**src/rtl/alu_muldiv.sv**
```systemverilog
// rtl/alu_muldiv.sv - EX-stage ALU with iterative multiply/divide and HI/LO registers
// Optional signed MULT/DIV: define ALU_SIGNED_MULDIV_EN
module alu_muldiv #(
  parameter int WIDTH = 32,
  localparam int CNT_W = $clog2(WIDTH) + 1
) (
  input  logic             clk,
  input  logic             reset,
  input  logic             start,
  input  logic [5:0]       Signal,
  input  logic [WIDTH-1:0] dataA,
  input  logic [WIDTH-1:0] dataB,
  output logic             busy,
  output logic             done,
  output logic [WIDTH-1:0] dataOut,
  output logic             div_zero
);

  localparam logic [5:0] F_ADD   = 6'b100000;
  localparam logic [5:0] F_SUB   = 6'b100010;
  localparam logic [5:0] F_AND   = 6'b100100;
  localparam logic [5:0] F_OR    = 6'b100101;
  localparam logic [5:0] F_SLT   = 6'b101010;
  localparam logic [5:0] F_MFHI  = 6'b010000;
  localparam logic [5:0] F_MFLO  = 6'b010010;
  localparam logic [5:0] F_MULTU = 6'b011001;
  localparam logic [5:0] F_DIVU  = 6'b011011;
`ifdef ALU_SIGNED_MULDIV_EN
  localparam logic [5:0] F_MULT  = 6'b011000;
  localparam logic [5:0] F_DIV   = 6'b011010;
`endif

  localparam logic [CNT_W-1:0] LAST = CNT_W'(WIDTH - 1);

  typedef enum logic [1:0] {S_IDLE, S_MUL, S_DIV} state_t;

  state_t           state;
  logic [CNT_W-1:0] cnt;
  logic [WIDTH-1:0] hi;
  logic [WIDTH-1:0] lo;
  // opnd: multiplicand (MUL) or divisor (DIV); acc_hi/acc_lo: product halves or remainder/quotient
  logic [WIDTH-1:0] opnd;
  logic [WIDTH-1:0] acc_hi;
  logic [WIDTH-1:0] acc_lo;

  logic [WIDTH:0]     mul_sum;
  logic [2*WIDTH-1:0] mul_next;
  logic [WIDTH:0]     div_shift;
  logic [WIDTH+1:0]   div_diff;
  logic               div_ok;
  logic               div_unused;
  logic [WIDTH-1:0]   rem_next;
  logic [WIDTH-1:0]   quo_next;
  logic [2*WIDTH-1:0] prod_fix;
  logic [WIDTH-1:0]   quo_fix;
  logic [WIDTH-1:0]   rem_fix;

`ifdef ALU_SIGNED_MULDIV_EN
  // neg_q negates the product/quotient, neg_r the remainder, at the final iteration
  logic             neg_q;
  logic             neg_r;
  logic [WIDTH-1:0] abs_a;
  logic [WIDTH-1:0] abs_b;

  // Operand magnitudes for the signed ops; the most-negative value maps to itself as unsigned
  always_comb begin
    abs_a = dataA[WIDTH-1] ? -dataA : dataA;
    abs_b = dataB[WIDTH-1] ? -dataB : dataB;
  end
`endif

  // One shift-add step and one restoring-divide step computed from the current accumulators
  always_comb begin
    mul_sum   = {1'b0, acc_hi} + (acc_lo[0] ? {1'b0, opnd} : '0);
    mul_next  = {mul_sum, acc_lo[WIDTH-1:1]};
    div_shift = {acc_hi, acc_lo[WIDTH-1]};
    div_diff  = {1'b0, div_shift} - {2'b00, opnd};
    div_ok    = ~div_diff[WIDTH+1];
    rem_next  = div_ok ? div_diff[WIDTH-1:0] : div_shift[WIDTH-1:0];
    quo_next  = {acc_lo[WIDTH-2:0], div_ok};
  end

  // The accepted remainder is always below the divisor, so its top trial bit carries nothing
  assign div_unused = div_diff[WIDTH] ^ div_shift[WIDTH];

  // Sign correction applied to the last-step results when committing to HI/LO
  always_comb begin
    prod_fix = mul_next;
    quo_fix  = quo_next;
    rem_fix  = rem_next;
`ifdef ALU_SIGNED_MULDIV_EN
    if (neg_q) begin
      prod_fix = -mul_next;
      quo_fix  = -quo_next;
    end
    if (neg_r) begin
      rem_fix = -rem_next;
    end
`endif
  end

  // Main control: single-cycle decode in IDLE, one iteration per cycle in MUL/DIV
  always_ff @(posedge clk or posedge reset) begin
    if (reset) begin
      state    <= S_IDLE;
      cnt      <= '0;
      hi       <= '0;
      lo       <= '0;
      opnd     <= '0;
      acc_hi   <= '0;
      acc_lo   <= '0;
      busy     <= 1'b0;
      done     <= 1'b0;
      dataOut  <= '0;
      div_zero <= 1'b0;
`ifdef ALU_SIGNED_MULDIV_EN
      neg_q    <= 1'b0;
      neg_r    <= 1'b0;
`endif
    end else begin
      done <= 1'b0;
      case (state)
        S_IDLE: begin
          if (start) begin
            done <= 1'b1;
            case (Signal)
              F_ADD:  dataOut <= dataA + dataB;
              F_SUB:  dataOut <= dataA - dataB;
              F_AND:  dataOut <= dataA & dataB;
              F_OR:   dataOut <= dataA | dataB;
              F_SLT:  dataOut <= {{(WIDTH-1){1'b0}}, ($signed(dataA) < $signed(dataB))};
              F_MFHI: dataOut <= hi;
              F_MFLO: dataOut <= lo;
              F_MULTU: begin
                done     <= 1'b0;
                busy     <= 1'b1;
                state    <= S_MUL;
                cnt      <= '0;
                opnd     <= dataA;
                acc_hi   <= '0;
                acc_lo   <= dataB;
                div_zero <= 1'b0;
`ifdef ALU_SIGNED_MULDIV_EN
                neg_q    <= 1'b0;
                neg_r    <= 1'b0;
`endif
              end
              F_DIVU: begin
                done     <= 1'b0;
                busy     <= 1'b1;
                state    <= S_DIV;
                cnt      <= '0;
                opnd     <= dataB;
                acc_hi   <= '0;
                acc_lo   <= dataA;
                div_zero <= (dataB == '0);
`ifdef ALU_SIGNED_MULDIV_EN
                neg_q    <= 1'b0;
                neg_r    <= 1'b0;
`endif
              end
`ifdef ALU_SIGNED_MULDIV_EN
              F_MULT: begin
                done     <= 1'b0;
                busy     <= 1'b1;
                state    <= S_MUL;
                cnt      <= '0;
                opnd     <= abs_a;
                acc_hi   <= '0;
                acc_lo   <= abs_b;
                div_zero <= 1'b0;
                neg_q    <= dataA[WIDTH-1] ^ dataB[WIDTH-1];
                neg_r    <= 1'b0;
              end
              F_DIV: begin
                done     <= 1'b0;
                busy     <= 1'b1;
                state    <= S_DIV;
                cnt      <= '0;
                opnd     <= abs_b;
                acc_hi   <= '0;
                acc_lo   <= abs_a;
                div_zero <= (dataB == '0);
                neg_q    <= dataA[WIDTH-1] ^ dataB[WIDTH-1];
                neg_r    <= dataA[WIDTH-1];
              end
`endif
              default: dataOut <= '0;
            endcase
          end
        end

        S_MUL: begin
          acc_hi <= mul_next[2*WIDTH-1:WIDTH];
          acc_lo <= mul_next[WIDTH-1:0];
          cnt    <= cnt + CNT_W'(1);
          if (cnt == LAST) begin
            hi      <= prod_fix[2*WIDTH-1:WIDTH];
            lo      <= prod_fix[WIDTH-1:0];
            dataOut <= prod_fix[WIDTH-1:0];
            busy    <= 1'b0;
            done    <= 1'b1;
            cnt     <= '0;
            state   <= S_IDLE;
          end
        end

        S_DIV: begin
          acc_hi <= rem_next;
          acc_lo <= quo_next;
          cnt    <= cnt + CNT_W'(1);
          if (cnt == LAST) begin
            // Remainder of a zero divide is the dividend itself; only the quotient is forced
            hi      <= rem_fix;
            lo      <= div_zero ? '1 : quo_fix;
            dataOut <= div_zero ? '1 : quo_fix;
            busy    <= 1'b0;
            done    <= 1'b1;
            cnt     <= '0;
            state   <= S_IDLE;
          end
        end

        default: begin
          state <= S_IDLE;
          busy  <= 1'b0;
          cnt   <= '0;
        end
      endcase
    end
  end

endmodule

```
**config.mk**
```make
export PLATFORM = sky130hd
export DESIGN_NAME = alu_muldiv
export DESIGN_NICKNAME = d
export VERILOG_FILES = /design/src/rtl/alu_muldiv.sv
export SDC_FILE = /design/constraint.sdc
export NUM_CORES = 1
export LEC_CHECK = 0
export ABC_AREA = 1
export CAP_MARGIN = 20
export CORE_AREA = 5 5 240 242
export DETAILED_ROUTE_END_ITERATION = 8
export DIE_AREA = 0 0 245 247
export PLACE_DENSITY_LB_ADDON = 0.2
export SYNTH_ARGS = -nofsm -noshare
export SYNTH_HDL_FRONTEND = slang
export SYNTH_SLANG_ARGS = --single-unit
```
**constraint.sdc**
```tcl
create_clock -name clk -period 6.09 [get_ports clk]
set_clock_uncertainty 0.1 [all_clocks]
set_input_delay 0.609 -clock clk [delete_from_list [all_inputs] [get_ports clk]]
set_output_delay 0.609 -clock clk [all_outputs]
set_load 0.01 [all_outputs]
```
* Word level (Yosys, flattened, before mapping)
Index checks and enable logic that the tools add are counted.
** Operators by class
- Add/subtract/negate cells :: 5
- Multiply operators :: 0
- Divide/modulo/power cells :: 0
- Magnitude comparators :: 1
- Eq/ne operators :: 19
- Shifts and indexed selects :: 0
- Mux-type cells :: 36
- Bitwise logic cells :: 3
- Reduce and logical (&&, ||, !) cells :: 15
** Operator list (number)
- $mux 32 :: 11
- $pmux 32 s3 :: 3
- $pmux 32 s2 :: 4
- $pmux 32 s8 :: 1
- $sub 33x32->34 :: 1
- $add 32x32->33 :: 1
- $add 32x32->32 :: 1
- $and 32x32->32 :: 1
- $logic_not 32->1 :: 1
- $lt 32x32->1 :: 1
- $or 32x32->32 :: 1
- $sub 32x32->32 :: 1
- $eq 6x5->1 const B :: 5
- $eq 6x6->1 const B :: 5
- $mux 6 :: 3
- $reduce_and 3->1 :: 6
- $pmux 6 s2 :: 1
- $ne 2x2->1 const B :: 5
- $pmux 2 s2 :: 2
- $add 6x1->6 const B :: 1
- $mux 1 :: 6
- $pmux 1 s2 :: 3
- $reduce_and 5->1 :: 1
- $mux 2 :: 2
- other kinds (10) :: 12
** Word-level totals
- Register bits after elaboration :: 203
- Latch bits :: 0
- RAM bits :: 0
- ROM bits :: 0
- Bits of input ports :: 73
- Output and inout port bits :: 35
- Word-level logic and storage cells :: 90
- Memories :: 0

* Logic depth before layout (Yosys ltp)
- Depth after elaboration :: 5
- Gate-level depth with buffers :: 21
- Gate-level depth less buffers :: 19

* Worst setup path after synthesis
OpenSTA, ideal clock, no wires.
- Kind :: reg-to-reg
- Start point :: reg acc_lo[0]
- End point :: reg acc_hi[31]
- Setup time :: 0.066 ns
- Arrival time :: 2.675 ns
- Required time :: 5.924 ns
- Slack :: 3.249 ns
- Stages on the path, launching flop included :: 20
- Buffers on the path :: 2
- Clock period less this slack :: 2.841 ns
- Cell sequence :: dfrtp_1 > clkbuf_1 > clkbuf_1 > nand2_1 > inv_1 > ha_1 > inv_1 > fa_1 > inv_1 > nand2_1 > o21ai_1 > a21oi_1 > or2_1 > nand3_1 > nand2_1 > nand3_1 > nand2_1 > nand2_1 > nand2_1 > nand2_1
** On the way
- Cells in the longest elaborated chain, start to end :: 3
** RTL lines
- start, declared :: RTL line 44 : logic [WIDTH-1:0] acc_lo;
- start signal, assigned :: RTL line 141 : acc_lo <= dataB;
- start signal, assigned :: RTL line 155 : acc_lo <= dataA;
- start signal, assigned :: RTL line 195 : acc_lo <= mul_next[WIDTH-1:0];
- $mux 32 :: RTL line 74 : mul_sum = {1'b0, acc_hi} + (acc_lo[0] ? {1'b0, opnd} : '0);
- $add 32x32->33 :: RTL line 74
- $pmux 32 s3 :: RTL line 122 : case (state)
- end signal, assigned :: RTL line 194 : acc_hi <= mul_next[2*WIDTH-1:WIDTH];
- end signal, assigned :: RTL line 209 : acc_hi <= rem_next;
- end, declared :: RTL line 43 : logic [WIDTH-1:0] acc_hi;
No other way between the ends.
A chain may end at the register's enable or synchronous reset.

* Worst setup path after layout
- Start point :: reg opnd[26]
- End point :: reg hi[26]
** On the way
- Cells in the longest elaborated chain, start to end :: 4
- Elaborated cells between the ends (all ways) :: 7
- Classes of those cells :: add/sub (2); mux (5)
** RTL lines
- start, declared :: RTL line 42 : logic [WIDTH-1:0] opnd;
- start signal, assigned :: RTL line 139 : opnd <= dataA;
- start signal, assigned :: RTL line 153 : opnd <= dataB;
- $sub 33x32->34 / $mux 32 (equally long branches) :: RTL line 77, 74
- $mux 32 / $add 32x32->33 (equally long branches) :: RTL line 79, 74
- $mux 32, on equally long branches :: RTL line 212, 197
- $pmux 32 s2 * :: RTL line 122
- end signal, assigned :: RTL line 198 : hi <= prod_fix[2*WIDTH-1:WIDTH];
- end signal, assigned :: RTL line 214 : hi <= rem_fix;
- end, declared :: RTL line 39 : logic [WIDTH-1:0] hi;
Mark *: on every way between the ends. The rest lies on a longest branch, timed or not. The select of a mux whose other input is x is not followed.

==> flow_summary_export.csv <==
group,metric,value,unit
critical_path,critPathLaunchType,"flip-flop",
clocking,cts_tree,"yes",
critical_path,end_kind,"flip-flop",
power_and_ir_drop,peakVddDrop,0.000199,V
critical_path,worstRegToRegCells,14,
yosys,synth_top_cells_by_area,"dfrtp_1 23%, nand2_1 22%, ha_1 9.8%, inv_1 9.4%, nand3_1 6.1%",
timing,worst_slew_pin_slew,1.01,ns
timing,tns,0,ns
clocking,clk_latency,0.58,ns
routing,vias,24400,
power_and_ir_drop,leakage,13.1,nW
clocking,post_cts_buffers,0,
yosys,synth-seq-area-share,23.4,%
routing,drt_iter0_drc,2707,
floorplanning,die_x,245,um
placed_design,gp_congestion,1.05,
timing,hold_viol,0,
routing,first_pass_iters,6,
critical_path,criticalPathCategory,"reg2reg",
yosys,synthesis.nets,3846,
timing,max_freq,0.264,GHz
critical_path,crit_required,6.45,ns
clocking,holdBufCountCts,0,
global_route,grt_overflow,0,
global_route,gr-usage-all-layers,30.4,%
clocking,numCtsBuffers,27,
floorplanning,die_h,247,um
clocking,post_cts_resized,0,
routing,wire_per_inst,21.7,um
global_route,antenna_found_initial,1,
yosys,syn_area,21700,um^2
floorplanning,die_area,60500,um^2
critical_path,path_common_cell,"nand2_1",
global_route,grt_pass1_vias,23300,
yosys,synthTopCellsByCount,"1255 x nand2_1, 546 x inv_1, 266 x nand3_1",
power_and_ir_drop,power_per_cell_area,281,nW/um^2
final_layout,area_growth,11.9,%
timing,setup_ws,2.30,ns
routing,postRouteAntennaNets,0,
routing,vias_per_cell,5.60,
yosys,synthDistinctLibCells,57,
yosys,ys_dominant_reg_cell,"dfrtp_1",
min_path,hp-class,"in2async",
floorplanning,num_rows,86,
final_layout,finalNetCount,3876,
clocking,cts_sinks,203,
clocking,clk_pin_slew,0.07,ns
final_layout,n_antenna_cell,0,
run_status,status,"complete, no violations",
timing,hold_slack,0.294,ns
yosys,synth_top_area_cell,"dfrtp_1",
timing,setup_violations,0,
routing,drc_errors,0,
placed_design,dpl_worst_slack,2.35,ns
yosys,ys_ff_latch,203,
global_route,grt_first_pass_wirelength,143000,um
yosys,async_flop_share,100,%
critical_path,arrival,4.15,ns
placed_design,dp.cells,4303,
timing,slew_headroom,32.8,%
routing,wl,94300,um
floorplanning,start_util,39.6,%
floorplanning,ios,108,
timing,drv_slew,0,
placed_design,place_hpwl,74100,um
yosys,synthCells,3599,
yosys,yosysMostFrequentCell,"nand2_1",
yosys,synth-edff-count,0,
timing,rsz0062_at_grt,"no",
critical_path,cp_max_fo,44,
critical_path,max_stage_delay,0.61,ns
final_layout,stdcell_count,4352,
final_layout,nFillCells,5990,
clocking,htreeDepth,1,
final_layout,stdcell_area,24300,um^2
timing,finalCritPeriodShare,62.2,%
timing,post-route-min-period,3.79,ns
clocking,root_buffer,"clkbuf_16",
placed_design,placed_area,23400,um^2
final_layout,drive_gt1_share,4.14,%
placed_design,port_buffers,107,
yosys,synth_top_area_share,23.4,%
critical_path,crit_chain,"inv_1, ha_1, a21oi_1, o21ai_1, nand2_1, nand2_1, a21oi_4, nand3_4, nand2_2, nand2_1, o21ai_1, nand2_1, nand2_1, nand2_1",
flow_run,cap_violations,0,
yosys,synth_warnings,0,
global_route,grt_start_max_net_pins,137,
yosys,syn_area_per_cell,6.04,um^2
clocking,cts_buffer_depth,3,
floorplanning,core,54900,um^2
critical_path,slowest_stage,"nand3_4",
cells by family after synthesis:
logic type               Yosys count  synth area share, %
AND/OR/NAND/NOR                 1953                 37.5
buffers and inverters            687                 12.3
AO/OA/AOI/OAI                    556                 15.6
flip-flops                       203                 23.4
adder cells (fa/ha/maj)          174                 10.2
XOR/XNOR                          26                 1.05
registers in the layout, indices dropped and copies added, names as in the netlist:
register  cells
hi           32
acc_hi       32
dataOut      32
lo           32
opnd         32
cnt           6
state         2
done          1
busy          1
div_zero      1
acc_lo       32
critical path: cells and delay by family, from the launching register on:
family / cells / cell delay, ns
DFF: 1 / 0.38
adders and majority gates: 1 / 0.33
AOI/OAI and AO/OA: 4 / 1.05
and+or+nand+nor: 8 / 1.61
buffers and inverters: 1 / 0.19
path summary, 6_finish.rpt:
| kind | start | to | slack (ns) |
|---|---|---|---|
| worst max-delay path | opnd[26] | hi[26] | 2.30 |
| worst min-delay path | reset | dataOut[13] | 0.29 |
| worst max register to register | opnd[26] | hi[26] | 2.30 |
| worst min register to register | cnt[5] | cnt[5] | 0.36 |
| max in group asynchronous | reset | acc_lo[24] | 4.41 |
| min in group clk | cnt[5] | cnt[5] | 0.36 |
final cells by class:
cell class / count / area [um^2] / share of cell area, %
clock inverter: 12 / 199 / 0.817
inverter: 554 / 2080 / 8.56
clock buffer: 36 / 769 / 3.16
timing repair buffer: 134 / 1320 / 5.42
sequential: 203 / 5080 / 20.9
multi-input combinational: 2709 / 14000 / 57.6
tap: 704 / 881 / 3.62
placed cells by master (no fill, tap or decap), types with 6 or more instances in the layout:
cell type	Yosys	routed
inv_1	546	541
o22ai_1	24	24
or2_2	24	24
nand2_1	1255	1254
o21a_1	15	15
o21ai_1	8	8
o21bai_1	13	13
a221oi_1	12	12
o211ai_2	11	11
nand4_1	67	67
nand3_2	6	6
a2bb2oi_1	13	13
nand2_2	5	6
inv_2	7	10
nor2_1	261	258
xnor2_1	10	10
a22oi_1	34	34
buf_4	1	24
a32oi_1	22	22
a21oi_1	220	220
nand3_1	266	266
clkbuf_8	0	6
a211oi_1	6	6
o21ai_0	124	124
a31oi_1	9	9
clkdlybuf4s50_1	0	107
o221ai_1	10	10
a21boi_0	21	21
clkbuf_16	0	27
ha_1	170	168
nor3_1	24	24
nor2_2	3	6
nor4_1	12	12
dfrtp_1	203	203
nand3b_1	10	10
xor2_1	16	16
report_power, final:
group | internal (mW) | switching, mW | total [mW] | leakage (nW)
registers | 1.63 | 0.274 | 1.90 | 2.60
logic | 1.09 | 2.06 | 3.15 | 10.0
clock network | 1.09 | 0.695 | 1.79 | 0.463
layer usage:
metal / part of all wire [%] / wire (um) / global-route usage [%] / vias to the layer above
met5: 0.014 / 13 / 0 / -
met4: 5.1 / 4840 / 12.6 / 2
met3: 8.7 / 8160 / 4.71 / 232
met2: 44 / 41100 / 48.1 / 1195
met1: 43 / 40200 / 41.5 / 11300
li1: - / - / - / 11600
stage by stage:
step	power, mW	utilization (%)
after floorplan	3.83	-
after global placement	4.99	42.5
after detailed placement	4.98	42.6
after CTS	6.79	44.3
after global routing	7.26	44.4
final	6.84	44.4
Power figures use the tool's default switching activity.
